==> src/rtl/pxs_stream_source_pkg.sv <==
// Shared PixelStream definitions: default 640x480@60 timing, pattern-mode
// encodings and the 26-bit RGBStr bus layout used by sources and overlays.
package pxs_stream_source_pkg;

  localparam int unsigned PXS_H_VISIBLE = 640;
  localparam int unsigned PXS_H_FP      = 16;
  localparam int unsigned PXS_H_SYNC    = 96;
  localparam int unsigned PXS_H_BP      = 48;
  localparam int unsigned PXS_V_VISIBLE = 480;
  localparam int unsigned PXS_V_FP      = 10;
  localparam int unsigned PXS_V_SYNC    = 2;
  localparam int unsigned PXS_V_BP      = 33;

  typedef enum logic [1:0] {
    PXS_MODE_SOLID  = 2'd0,
    PXS_MODE_BARS   = 2'd1,
    PXS_MODE_CHECK  = 2'd2,
    PXS_MODE_SCROLL = 2'd3
  } pxs_mode_t;

  // RGBStr bus, MSB first: HS, VS, XC, YC, Active, RGB.
  typedef struct packed {
    logic       hs;
    logic       vs;
    logic [9:0] xc;
    logic [9:0] yc;
    logic       active;
    logic [2:0] rgb;
  } pxs_bus_t;

  // Bus value while idle/reset: syncs deasserted, everything else zero.
  function automatic pxs_bus_t pxs_idle_bus(input logic sync_pol);
    pxs_bus_t b;
    b        = '0;
    b.hs     = ~sync_pol;
    b.vs     = ~sync_pol;
    return b;
  endfunction

endpackage

==> src/rtl/pxs_stream_source_pattern_gen.sv <==
// pxs_pattern_gen: combinational test-pattern colour generator.
//   h_cnt, v_cnt : raster position (10 bit each)
//   mode         : pattern select (solid, bars, checkerboard, scrolling bars)
//   frame_cnt    : frames completed, drives the scroll offset
//   rgb          : 3-bit colour (caller gates it with Active)
module pxs_pattern_gen
  import pxs_stream_source_pkg::*;
#(
  parameter int unsigned H_VISIBLE  = PXS_H_VISIBLE,
  parameter int unsigned BAR_W      = 80,
  parameter int unsigned CHECK_LOG2 = 5,
  parameter logic [2:0]  SOLID_RGB  = 3'b101
) (
  input  logic [9:0] h_cnt,
  input  logic [9:0] v_cnt,
  input  pxs_mode_t  mode,
  input  logic [7:0] frame_cnt,
  output logic [2:0] rgb
);

  localparam logic [10:0] HV11 = 11'(H_VISIBLE);
  localparam logic [10:0] BW11 = 11'(BAR_W);

  // Bars run white (7) at the left down to black (0); index saturates at 7.
  function automatic logic [2:0] bar_colour(input logic [10:0] col);
    logic [10:0] idx;
    idx = col / BW11;
    if (idx > 11'd7) return 3'd0;
    return 3'(11'd7 - idx);
  endfunction

  logic [10:0] col_sum;
  logic [10:0] scroll_col;
  logic        chk_bit;

  // Offset is at most 510 and h_cnt < H_VISIBLE when visible, so one
  // conditional subtract is enough for the modulo.
  assign col_sum    = {1'b0, h_cnt} + {2'b0, frame_cnt, 1'b0};
  assign scroll_col = (col_sum >= HV11) ? (col_sum - HV11) : col_sum;
  assign chk_bit    = |(((h_cnt ^ v_cnt) >> CHECK_LOG2) & 10'd1);

  always_comb begin
    rgb = '0;
    unique case (mode)
      PXS_MODE_SOLID:  rgb = SOLID_RGB;
      PXS_MODE_BARS:   rgb = bar_colour({1'b0, h_cnt});
      PXS_MODE_CHECK:  rgb = chk_bit ? 3'b111 : 3'b000;
      PXS_MODE_SCROLL: rgb = bar_colour(scroll_col);
      default:         rgb = '0;
    endcase
  end

endmodule

==> src/rtl/pxs_stream_source.sv <==
// pxs_stream_source: head-of-chain PixelStream source. Owns the raster
// counters, decodes VGA sync/active and registers the RGBStr bus.
//   px_clk        : pixel clock
//   reset_n       : asynchronous active-low reset
//   mode_i        : pattern select, taken at frame start only
//   RGBStr_o      : 26-bit PixelStream bus (see pxs_bus_t)
//   frame_start_o : one-cycle pulse on the XC=0, YC=0 beat
//   frame_cnt_o   : frames completed since reset (8-bit wrap)
module pxs_stream_source
  import pxs_stream_source_pkg::*;
#(
  parameter int unsigned H_VISIBLE  = PXS_H_VISIBLE,
  parameter int unsigned H_FP       = PXS_H_FP,
  parameter int unsigned H_SYNC     = PXS_H_SYNC,
  parameter int unsigned H_BP       = PXS_H_BP,
  parameter int unsigned V_VISIBLE  = PXS_V_VISIBLE,
  parameter int unsigned V_FP       = PXS_V_FP,
  parameter int unsigned V_SYNC     = PXS_V_SYNC,
  parameter int unsigned V_BP       = PXS_V_BP,
  parameter logic        SYNC_POL   = 1'b0,
  parameter int unsigned BAR_W      = 80,
  parameter int unsigned CHECK_LOG2 = 5,
  parameter logic [2:0]  SOLID_RGB  = 3'b101
) (
  input  logic        px_clk,
  input  logic        reset_n,
  input  logic [1:0]  mode_i,
  output logic [25:0] RGBStr_o,
  output logic        frame_start_o,
  output logic [7:0]  frame_cnt_o
);

  localparam logic [9:0] H_VIS    = 10'(H_VISIBLE);
  localparam logic [9:0] H_SYNC_S = 10'(H_VISIBLE + H_FP);
  localparam logic [9:0] H_SYNC_E = 10'(H_VISIBLE + H_FP + H_SYNC);
  localparam logic [9:0] H_LAST   = 10'(H_VISIBLE + H_FP + H_SYNC + H_BP - 1);
  localparam logic [9:0] V_VIS    = 10'(V_VISIBLE);
  localparam logic [9:0] V_SYNC_S = 10'(V_VISIBLE + V_FP);
  localparam logic [9:0] V_SYNC_E = 10'(V_VISIBLE + V_FP + V_SYNC);
  localparam logic [9:0] V_LAST   = 10'(V_VISIBLE + V_FP + V_SYNC + V_BP - 1);

  logic [9:0] h_cnt;
  logic [9:0] v_cnt;
  logic [7:0] frame_cnt;
  pxs_mode_t  mode_q;
  pxs_mode_t  mode_eff;
  logic       h_last;
  logic       v_last;
  logic       frame_origin;
  logic       active;
  logic       hs_on;
  logic       vs_on;
  logic [2:0] pat_rgb;
  pxs_bus_t   bus_d;
  pxs_bus_t   bus_q;

  assign h_last       = (h_cnt == H_LAST);
  assign v_last       = (v_cnt == V_LAST);
  assign frame_origin = (h_cnt == '0) && (v_cnt == '0);

  // The origin beat itself must already use the newly sampled mode, so
  // mode_i bypasses mode_q while it is being captured.
  assign mode_eff = frame_origin ? pxs_mode_t'(mode_i) : mode_q;

  always_ff @(posedge px_clk or negedge reset_n) begin
    if (!reset_n) begin
      h_cnt     <= '0;
      v_cnt     <= '0;
      frame_cnt <= '0;
      mode_q    <= PXS_MODE_SOLID;
    end else begin
      h_cnt <= h_last ? '0 : h_cnt + 10'd1;
      if (h_last) begin
        v_cnt <= v_last ? '0 : v_cnt + 10'd1;
        if (v_last) frame_cnt <= frame_cnt + 8'd1;
      end
      if (frame_origin) mode_q <= pxs_mode_t'(mode_i);
    end
  end

  assign active = (h_cnt < H_VIS) && (v_cnt < V_VIS);
  assign hs_on  = (h_cnt >= H_SYNC_S) && (h_cnt < H_SYNC_E);
  assign vs_on  = (v_cnt >= V_SYNC_S) && (v_cnt < V_SYNC_E);

  pxs_pattern_gen #(
    .H_VISIBLE  (H_VISIBLE),
    .BAR_W      (BAR_W),
    .CHECK_LOG2 (CHECK_LOG2),
    .SOLID_RGB  (SOLID_RGB)
  ) u_pattern (
    .h_cnt     (h_cnt),
    .v_cnt     (v_cnt),
    .mode      (mode_eff),
    .frame_cnt (frame_cnt),
    .rgb       (pat_rgb)
  );

  always_comb begin
    bus_d        = '0;
    bus_d.hs     = hs_on ? SYNC_POL : ~SYNC_POL;
    bus_d.vs     = vs_on ? SYNC_POL : ~SYNC_POL;
    bus_d.xc     = h_cnt;
    bus_d.yc     = v_cnt;
    bus_d.active = active;
    bus_d.rgb    = active ? pat_rgb : 3'b000;
  end

  // frame_cnt lags by one beat so frame_cnt_o changes together with the
  // origin beat it belongs to.
  always_ff @(posedge px_clk or negedge reset_n) begin
    if (!reset_n) begin
      bus_q         <= pxs_idle_bus(SYNC_POL);
      frame_start_o <= 1'b0;
      frame_cnt_o   <= '0;
    end else begin
      bus_q         <= bus_d;
      frame_start_o <= frame_origin;
      frame_cnt_o   <= frame_cnt;
    end
  end

  assign RGBStr_o = bus_q;

endmodule

==> config.mk <==
export PLATFORM = sky130hd
export DESIGN_NAME = pxs_stream_source
export DESIGN_NICKNAME = d
export VERILOG_FILES = /design/src/rtl/pxs_stream_source_pkg.sv /design/src/rtl/pxs_stream_source_pattern_gen.sv /design/src/rtl/pxs_stream_source.sv
export SDC_FILE = /design/constraint.sdc
export NUM_CORES = 1
export LEC_CHECK = 0
export ABC_AREA = 1
export CAP_MARGIN = 20
export CORE_MARGIN = 4
export CORE_UTILIZATION = 56
export CTS_CLUSTER_SIZE = 24
export DETAILED_ROUTE_END_ITERATION = 6
export GPL_TIMING_DRIVEN = 0
export MAX_ROUTING_LAYER = met4
export PLACE_DENSITY_LB_ADDON = 0.25
export SKIP_CTS_REPAIR_TIMING = 1
export SYNTH_ARGS = -nofsm -noshare
export SYNTH_HDL_FRONTEND = slang
export SYNTH_SLANG_ARGS = --single-unit
==> constraint.sdc <==
create_clock -name px_clk -period 3.77 [get_ports px_clk]
set_input_delay 0.5655 -clock px_clk [delete_from_list [all_inputs] [get_ports px_clk]]
set_output_delay 0.5655 -clock px_clk [all_outputs]
set_load 0.03 [all_outputs]
==> qor.log, run 1 <==
qor: finish.sequential_cell_area 1630 sq um
qor: cts.cts.reportedPaths.clkPinSlew 0.07 ns
qor: worst_setup_path.r2r_cells 27
qor: global_routing.grt_antenna_before_repair 0
qor: worst_setup_path.endpoint_kind_of_the_worst_setup_timing_path flip-flop
qor: place.globalplace.congestion 0.879
qor: worst_setup_path.worstReg2RegEnd RGBStr_o[0]
qor: yosys.synth_nets 404
qor: detailed_routing.firstDrtPassIters 4
qor: cts.root_buffer sky130_fd_sc_hd__clkbuf_8
qor: worst_setup_path.cp_top_family simple AND/OR/NAND/NOR gates
qor: power.power.density 331 nW/um^2
qor: detailed_routing.final_routed_wirelength_across_all_metal_layers 6580 microns
qor: sta.tightestPinTransition 0.506 ns
qor: sta.period_share 81.0%
qor: sta.holdWs 0.186 ns
qor: sta.setup_repair_after_global_routing_missed_its_margin false
qor: worst_setup_path.worst_ep_required_time 3.99 ns
qor: die.row_count 27
qor: job.timing.max_cap.violations 0
qor: yosys.seq_area_frac_synth 48.7%
qor: detailed_routing.drt-vias-per-instance 5.13
qor: power.vdd_drop_max 0.282 mV
qor: yosys.warnings_synthesis 0
qor: worst_setup_path.crit_top_cell sky130_fd_sc_hd__nand2_1
qor: finish.area_growth 20.5%
qor: yosys.syn_area 3340 sq um
qor: detailed_routing.drtAntennaViolNets 0
qor: global_routing.grt_max_degree 44
qor: finish.final_core_utilization 71.4%
qor: yosys.syn_inst 386
qor: worst_setup_path.timing_worst_setup_path_type reg -> reg
qor: place.post-place-cells 497
qor: sta.timing.fmax 327 MHz
qor: sta.min_period 3.05 ns
qor: cts.clock_tree.buffer_depth 2
qor: detailed_routing.initialDrtViolationCount 104
qor: worst_setup_path.critPathBufInv 3
qor: finish.insertedDiodeCount 0
qor: place.place.port_buffers 38
qor: finish.multi_input_area 1420 sq um
qor: sta.fin_worst_skew 0.0134 ns
qor: sta.maxSlewHeadroom 66.3%
qor: die.die_height 85.3 microns
qor: cts.clock_sinks 65
qor: detailed_routing.detailroute.via_count 2632
qor: worst_hold_path.hold_class in -> async
qor: yosys.synth.ff_latch_count 65
qor: sta.finalSetupTns 0 ns
qor: worst_setup_path.worst_path_max_delay_cell sky130_fd_sc_hd__dfrtp_1
qor: power.leakagePower 2.06 nW
qor: yosys.ys_types 40
qor: finish.nFillCells 441
qor: worst_setup_path.critPathArrivalTime 3.28 ns
qor: sta.setup_viol 0
qor: sta.slew_violations 0
qor: finish.drive_gt1_share 12.2%
qor: global_routing.grt_overflow 0
qor: cts.cts_inserted_buffers 9
qor: cts.htree_num_levels 3
qor: detailed_routing.detail_route.wl_per_cell 12.8 microns
qor: detailed_routing.remaining_drc_errors 0
qor: global_routing.grt_pass1_vias 2596
qor: worst_setup_path.crit-reg2reg-launch frame_cnt[0]
qor: run_status.status finished, final reports clean
qor: global_routing.grt_first_pass_wirelength 11400 microns
qor: sta.final_hold_viol_count 0
qor: worst_setup_path.worst-path-max-fanout 6
qor: die.start_util 59.2%
qor: cts.clock_insertion_delay_worst_skew 0.34 ns
qor: power.power.total 1.33 mW
qor: die.die_w 85.3 microns
qor: cts.tritoncts done
qor: finish.finish.net_count 454
qor: worst_setup_path.worstSetupStartpointType flip-flop
qor: global_routing.grt_usage 20.1%
qor: die.core_area 5640 sq um
qor: yosys.syn_area_per_cell 8.66 sq um
qor: worst_setup_path.rrSetupSlack 0.72 ns
qor: die.io_pins 39
qor: place.place.detailed.hpwl 4990 microns
qor: worst_setup_path.critical-path-max-stage-delay 0.45 ns
qor: die.die_area 7270 sq um
qor: finish.non_filler_cells_in_the_finished_layout 513
## worst reg2reg max path, delay by kind of cell (launching register included)
kind | cells | cell delay (ns)
compound gates | 1 | 0.05
fa+ha+maj | 2 | 0.56
buf+inv | 3 | 0.16
flops | 1 | 0.45
simple gates | 21 | 1.69
## power by group
part	internal [mW]	leakage (nW)	switching, mW	total, mW
Sequential	0.700	0.858	0.000894	0.701
Combinational	0.0135	1.11	0.0252	0.0387
Clock	0.311	0.0966	0.283	0.593
## worst max path at each step
stage,start,endpoint,depth (start not counted)
finish,frame_cnt[0],RGBStr_o[0],27
global placement,reset_n,mode_q[1],1
floorplan,frame_cnt[0],RGBStr_o[0],27
global route,frame_cnt[0],RGBStr_o[0],27
detailed placement,frame_cnt[0],RGBStr_o[0],25
CTS,frame_cnt[0],RGBStr_o[0],25
## metal layers
layer / track usage [%] / routed length (microns) / vias up
met5: - / 0 / -
met4: 6.76 / 76 / 0
met3: 4.95 / 277 / 9
met2: 32.6 / 3210 / 66
met1: 24.5 / 3020 / 1231
li1: - / - / 1326
## synthesized netlist by cell type, drive strengths merged
cell type   n  area (sq um)
and2        3          22.5
dfrtp      63          1580
or2         2          12.5
o211ai      1          7.51
nand3      29           175
o21ai      15          86.3
nand3b      1          7.51
a31oi       4          25.0
fa          1          20.0
nand4       9          56.3
clkinv      1          3.75
nor3       12          65.1
a211oi      2          15.0
ha         13           163
clkbuf      2          7.51
a21oi      16          91.3
nor2       34           140
xor2       12           105
o41a        1          11.3
o21bai      1          11.3
dfstp       2          52.6
nand2      77           312
buf         1          5.00
a2111oi     2          23.8
inv        74           278
nor4        3          25.0
xnor2       5          43.8
## cells in the final DEF (no fill, tap or decap), types with 4 or more instances in the layout
cell type | Yosys | final
sky130_fd_sc_hd__a21oi_1 | 13 | 13
sky130_fd_sc_hd__a31oi_1 | 4 | 4
sky130_fd_sc_hd__clkbuf_8 | 0 | 9
sky130_fd_sc_hd__clkdlybuf4s50_1 | 0 | 37
sky130_fd_sc_hd__dfrtp_1 | 63 | 63
sky130_fd_sc_hd__ha_1 | 13 | 13
sky130_fd_sc_hd__inv_1 | 69 | 69
sky130_fd_sc_hd__inv_2 | 5 | 5
sky130_fd_sc_hd__nand2_1 | 68 | 68
sky130_fd_sc_hd__nand2_2 | 9 | 9
sky130_fd_sc_hd__nand3_1 | 23 | 23
sky130_fd_sc_hd__nand3_2 | 6 | 6
sky130_fd_sc_hd__nand4_1 | 9 | 9
sky130_fd_sc_hd__nor2_1 | 31 | 31
sky130_fd_sc_hd__nor3_1 | 11 | 11
sky130_fd_sc_hd__o21ai_0 | 12 | 12
sky130_fd_sc_hd__xnor2_1 | 5 | 5
sky130_fd_sc_hd__xor2_1 | 12 | 12
## flip-flops by register name, indices dropped and copies added (netlist names)
register / flops
RGBStr_o: 26
mode_q: 2
frame_cnt_o: 8
v_cnt: 10
h_cnt: 10
frame_start_o: 1
frame_cnt: 8
## cell type report
type,count,area share (%)
clock inverters,7,1.89
well taps,72,2.24
plain buffers,3,0.311
flip-flops and latches,65,40.4
inverters,75,6.99
clock buffers,9,3.08
multi-input cells,243,35.2
repair buffers,39,9.82
## stage by stage
stage	cell area, sq um	setup slack, ns
floorplan	3340	1.08
global placement	3810	0.163
detailed placement	3830	0.752
CTS	4030	0.707
global route	4030	0.419
finish	4030	0.715
## logic make-up (layout without fill, tap and decap cells)
group           after synthesis  in the layout  synth area share (%)
compound gates               42             42                  8.12
buf+inv                      78            133                  8.80
flops                        65             65                  48.7
xor+xnor                     17             17                  4.46
fa+ha+maj                    14             14                  5.47
simple gates                170            170                  24.4
No activity file was read; power rests on OpenSTA's default activity.
==> run 2, diff against run 1 <==
==> constraint.sdc (replaced) <==
create_clock -name px_clk -period 3 [get_ports px_clk]
set_input_delay 0.45 -clock px_clk [delete_from_list [all_inputs] [get_ports px_clk]]
set_output_delay 0.45 -clock px_clk [all_outputs]
set_load 0.03 [all_outputs]
==> run 2 against run 1 <==
Register-to-register slack lost 0.60 ns. Global-route usage did not move. Sequential power increased by 26%. Final area rose by 3.6%. Routed wire length rose by 6.8%.
==> qor.log, run 2 (synthesis gave the netlist of run 1 again) <==
qor: finish.nFillCells 422 [-4.3%]
qor: worst_hold_path.hold_class in -> async
qor: place.place.port_buffers 38 [unchanged]
qor: detailed_routing.detail_route.wl_per_cell 13.5 microns [+5.4%]
qor: sta.maxSlewHeadroom 66.5% [+0.16 points]
qor: power.power.total 1.68 mW [+26%]
qor: die.io_pins 39 [unchanged]
qor: place.place.detailed.hpwl 4990 microns [unchanged]
qor: cts.clock_insertion_delay_worst_skew 0.34 ns [about the same]
qor: cts.htree_num_levels 3 [unchanged]
qor: worst_setup_path.crit-reg2reg-launch frame_cnt[0]
qor: finish.layout_common_cells sky130_fd_sc_hd__inv_1, sky130_fd_sc_hd__nand2_1, sky130_fd_sc_hd__dfrtp_1, sky130_fd_sc_hd__clkdlybuf4s50_1, sky130_fd_sc_hd__nor2_1
qor: worst_setup_path.timing_worst_setup_path_type reg -> reg
qor: worst_setup_path.cp_top_family simple AND/OR/NAND/NOR gates
qor: detailed_routing.detailroute.via_count 2694 [+2.4%]
qor: sta.tightestPinTransition 0.503 ns [-0.00241 ns]
qor: cts.root_buffer sky130_fd_sc_hd__clkbuf_8
qor: power.power.density 403 nW/um^2 [+22%]
qor: die.die_w 85.3 microns [unchanged]
qor: worst_setup_path.worst-path-max-fanout 4 [-2]
qor: worst_setup_path.crit_top_cell sky130_fd_sc_hd__nand2_1
qor: finish.sequential_cell_area 1630 sq um [+0.23%]
qor: global_routing.grt_pass1_vias 2596 [unchanged]
qor: sta.setup_repair_after_global_routing_missed_its_margin true
qor: worst_setup_path.endpoint_kind_of_the_worst_setup_timing_path flip-flop
qor: sta.final_hold_viol_count 0 [unchanged]
qor: sta.period_share 96.2% [+15 points]
qor: sta.timing.fmax 346 MHz [+5.8%]
qor: cts.tritoncts done
qor: worst_setup_path.worst_path_max_delay_cell sky130_fd_sc_hd__dfrtp_2
qor: finish.area_growth 24.9%
qor: worst_setup_path.rrSetupSlack 0.11 ns [-0.60 ns]
qor: finish.insertedDiodeCount 0 [unchanged]
qor: worst_setup_path.critical-path-max-stage-delay 0.40 ns [-0.05 ns]
qor: finish.multi_input_area 1500 sq um [+5.8%]
qor: cts.clock_tree.buffer_depth 2 [unchanged]
qor: worst_setup_path.worstSetupEndpoint RGBStr_o[0]
qor: sta.fin_worst_skew 0.0108 ns [-0.00260 ns]
qor: detailed_routing.remaining_drc_errors 0 [unchanged]
qor: global_routing.grt_max_degree 44 [unchanged]
qor: power.leakagePower 2.12 nW [+2.9%]
qor: cts.cts_inserted_buffers 9 [unchanged]
qor: place.dpl_cell_area 3830 sq um [unchanged]
qor: sta.holdWs 0.0688 ns [-0.117 ns]
qor: place.post-place-cells 497 [unchanged]
qor: cts.clock_sinks 65 [unchanged]
qor: detailed_routing.initialDrtViolationCount 128 [+23%]
qor: global_routing.grt_overflow 0 [unchanged]
qor: finish.final_cell_area 4170 sq um [+3.6%]
qor: worst_setup_path.r2r_cells 27 [unchanged]
qor: place.globalplace.congestion 0.879 [unchanged]
qor: cts.cts.reportedPaths.clkPinSlew 0.08 ns [about the same]
qor: sta.min_period 2.89 ns [-0.167 ns]
qor: die.die_area 7270 sq um [unchanged]
qor: global_routing.grt_usage 20.1% [unchanged]
qor: global_routing.grt_antenna_before_repair 0 [unchanged]
qor: die.die_height 85.3 microns [unchanged]
qor: worst_setup_path.critPathArrivalTime 3.11 ns [-0.17 ns]
qor: job.timing.max_cap.violations 0 [unchanged]
qor: sta.setup_viol 0 [unchanged]
qor: detailed_routing.drt-vias-per-instance 5.18 [+0.98%]
qor: finish.finish.net_count 461 [+1.5%]
qor: finish.flip_flop_count_of_the_largest_register_all_copies_and_words_added 26 [unchanged]
qor: detailed_routing.drtAntennaViolNets 0 [unchanged]
qor: sta.finalSetupTns 0 ns [unchanged]
qor: die.start_util 59.2% [unchanged]
qor: finish.final_common_cell sky130_fd_sc_hd__inv_1
qor: die.row_count 27 [unchanged]
qor: finish.non_filler_cells_in_the_finished_layout 520 [+1.4%]
qor: global_routing.grt_first_pass_wirelength 11400 microns [unchanged]
qor: detailed_routing.firstDrtPassIters 4 [unchanged]
qor: worst_setup_path.critPathBufInv 3 [unchanged]
qor: run_status.status finished, final reports clean
qor: finish.drive_gt1_share 17.9% [+5.6 points]
qor: detailed_routing.final_routed_wirelength_across_all_metal_layers 7030 microns [+6.8%]
qor: worst_setup_path.worstSetupStartpointType flip-flop
qor: die.core_area 5640 sq um [unchanged]
qor: power.vdd_drop_max 0.355 mV [+26%]
qor: sta.slew_violations 0 [unchanged]
qor: worst_setup_path.critical_path_cell_count 27 [unchanged]
qor: worst_setup_path.critical_path.startpoint frame_cnt[0]
qor: worst_setup_path.worstReg2RegEnd RGBStr_o[0]
qor: worst_setup_path.worst_ep_required_time 3.22 ns [-0.77 ns]
run 2: cell type report:
class / instances / area share (%)
sequential: 65 / 39.1
inverter: 75 / 6.81
timing repair buffer: 46 / 10.8
clock inverter: 7 / 1.83
multi-input combinational: 243 / 36.0
clock buffer: 9 / 2.97
tap: 72 / 2.16
buffer: 3 / 0.300
run 2: worst register-to-register path, stage by stage, from the launching register on:
cell and delay (ns):
sky130_fd_sc_hd__dfrtp_2 0.40, sky130_fd_sc_hd__ha_2 0.19, sky130_fd_sc_hd__inv_2 0.04, sky130_fd_sc_hd__fa_2 0.32, sky130_fd_sc_hd__inv_1 0.06, sky130_fd_sc_hd__nand2_1 0.05
sky130_fd_sc_hd__nand2_2 0.10, sky130_fd_sc_hd__nand3_2 0.09, sky130_fd_sc_hd__nand2_1 0.07, sky130_fd_sc_hd__nand2_1 0.06, sky130_fd_sc_hd__nand2_2 0.10, sky130_fd_sc_hd__nand2_4 0.07
sky130_fd_sc_hd__nand2_4 0.10, sky130_fd_sc_hd__inv_4 0.04, sky130_fd_sc_hd__nor2_4 0.13, sky130_fd_sc_hd__nand2_2 0.08, sky130_fd_sc_hd__nand3_2 0.09, sky130_fd_sc_hd__nand3_2 0.10
sky130_fd_sc_hd__nand2_4 0.12, sky130_fd_sc_hd__nand2_4 0.07, sky130_fd_sc_hd__nand2_4 0.08, sky130_fd_sc_hd__nand3_2 0.06, sky130_fd_sc_hd__nand2_2 0.09, sky130_fd_sc_hd__nand2_1 0.05
sky130_fd_sc_hd__nand2_1 0.05, sky130_fd_sc_hd__nand2_1 0.05, sky130_fd_sc_hd__nand2_1 0.08, sky130_fd_sc_hd__a21oi_2 0.05
run 2: layer usage:
metal / GRT usage (%) / share of wire, % / vias up
met5: - / 0 / -
met4: 6.76 / 0.97 / 0
met3: 4.95 / 4.5 / 9
met2: 32.6 / 50 / 70
met1: 24.5 / 44 / 1278
li1: - / - / 1337
run 2: worst min path at each step:
stage	start	to	slack [ns]	cells after the start
detailed placement	v_cnt[5]	RGBStr_o[9]	0.37	0
floorplan	reset_n	RGBStr_o[0]	0.15	0
global route	reset_n	frame_cnt_o[2]	0.11	1
CTS	reset_n	frame_cnt_o[2]	0.08	1
global placement	v_cnt[5]	RGBStr_o[9]	0.37	0
finish	reset_n	frame_cnt_o[2]	0.07	1
run 2: metrics by stage:
stage	utilization (%)	setup WS, ns
after global routing	74.0	-0.0867
after CTS	71.4	-0.0633
after detailed placement	67.8	-0.0176
final	74.0	0.113
after floorplan	-	0.311
after global placement	67.6	-0.491
run 2: where the power goes:
part | switching, mW | internal [mW] | total, mW
Combinational | 0.0316 | 0.0170 | 0.0486
Clock | 0.360 | 0.390 | 0.750
Sequential | 0.00110 | 0.880 | 0.881
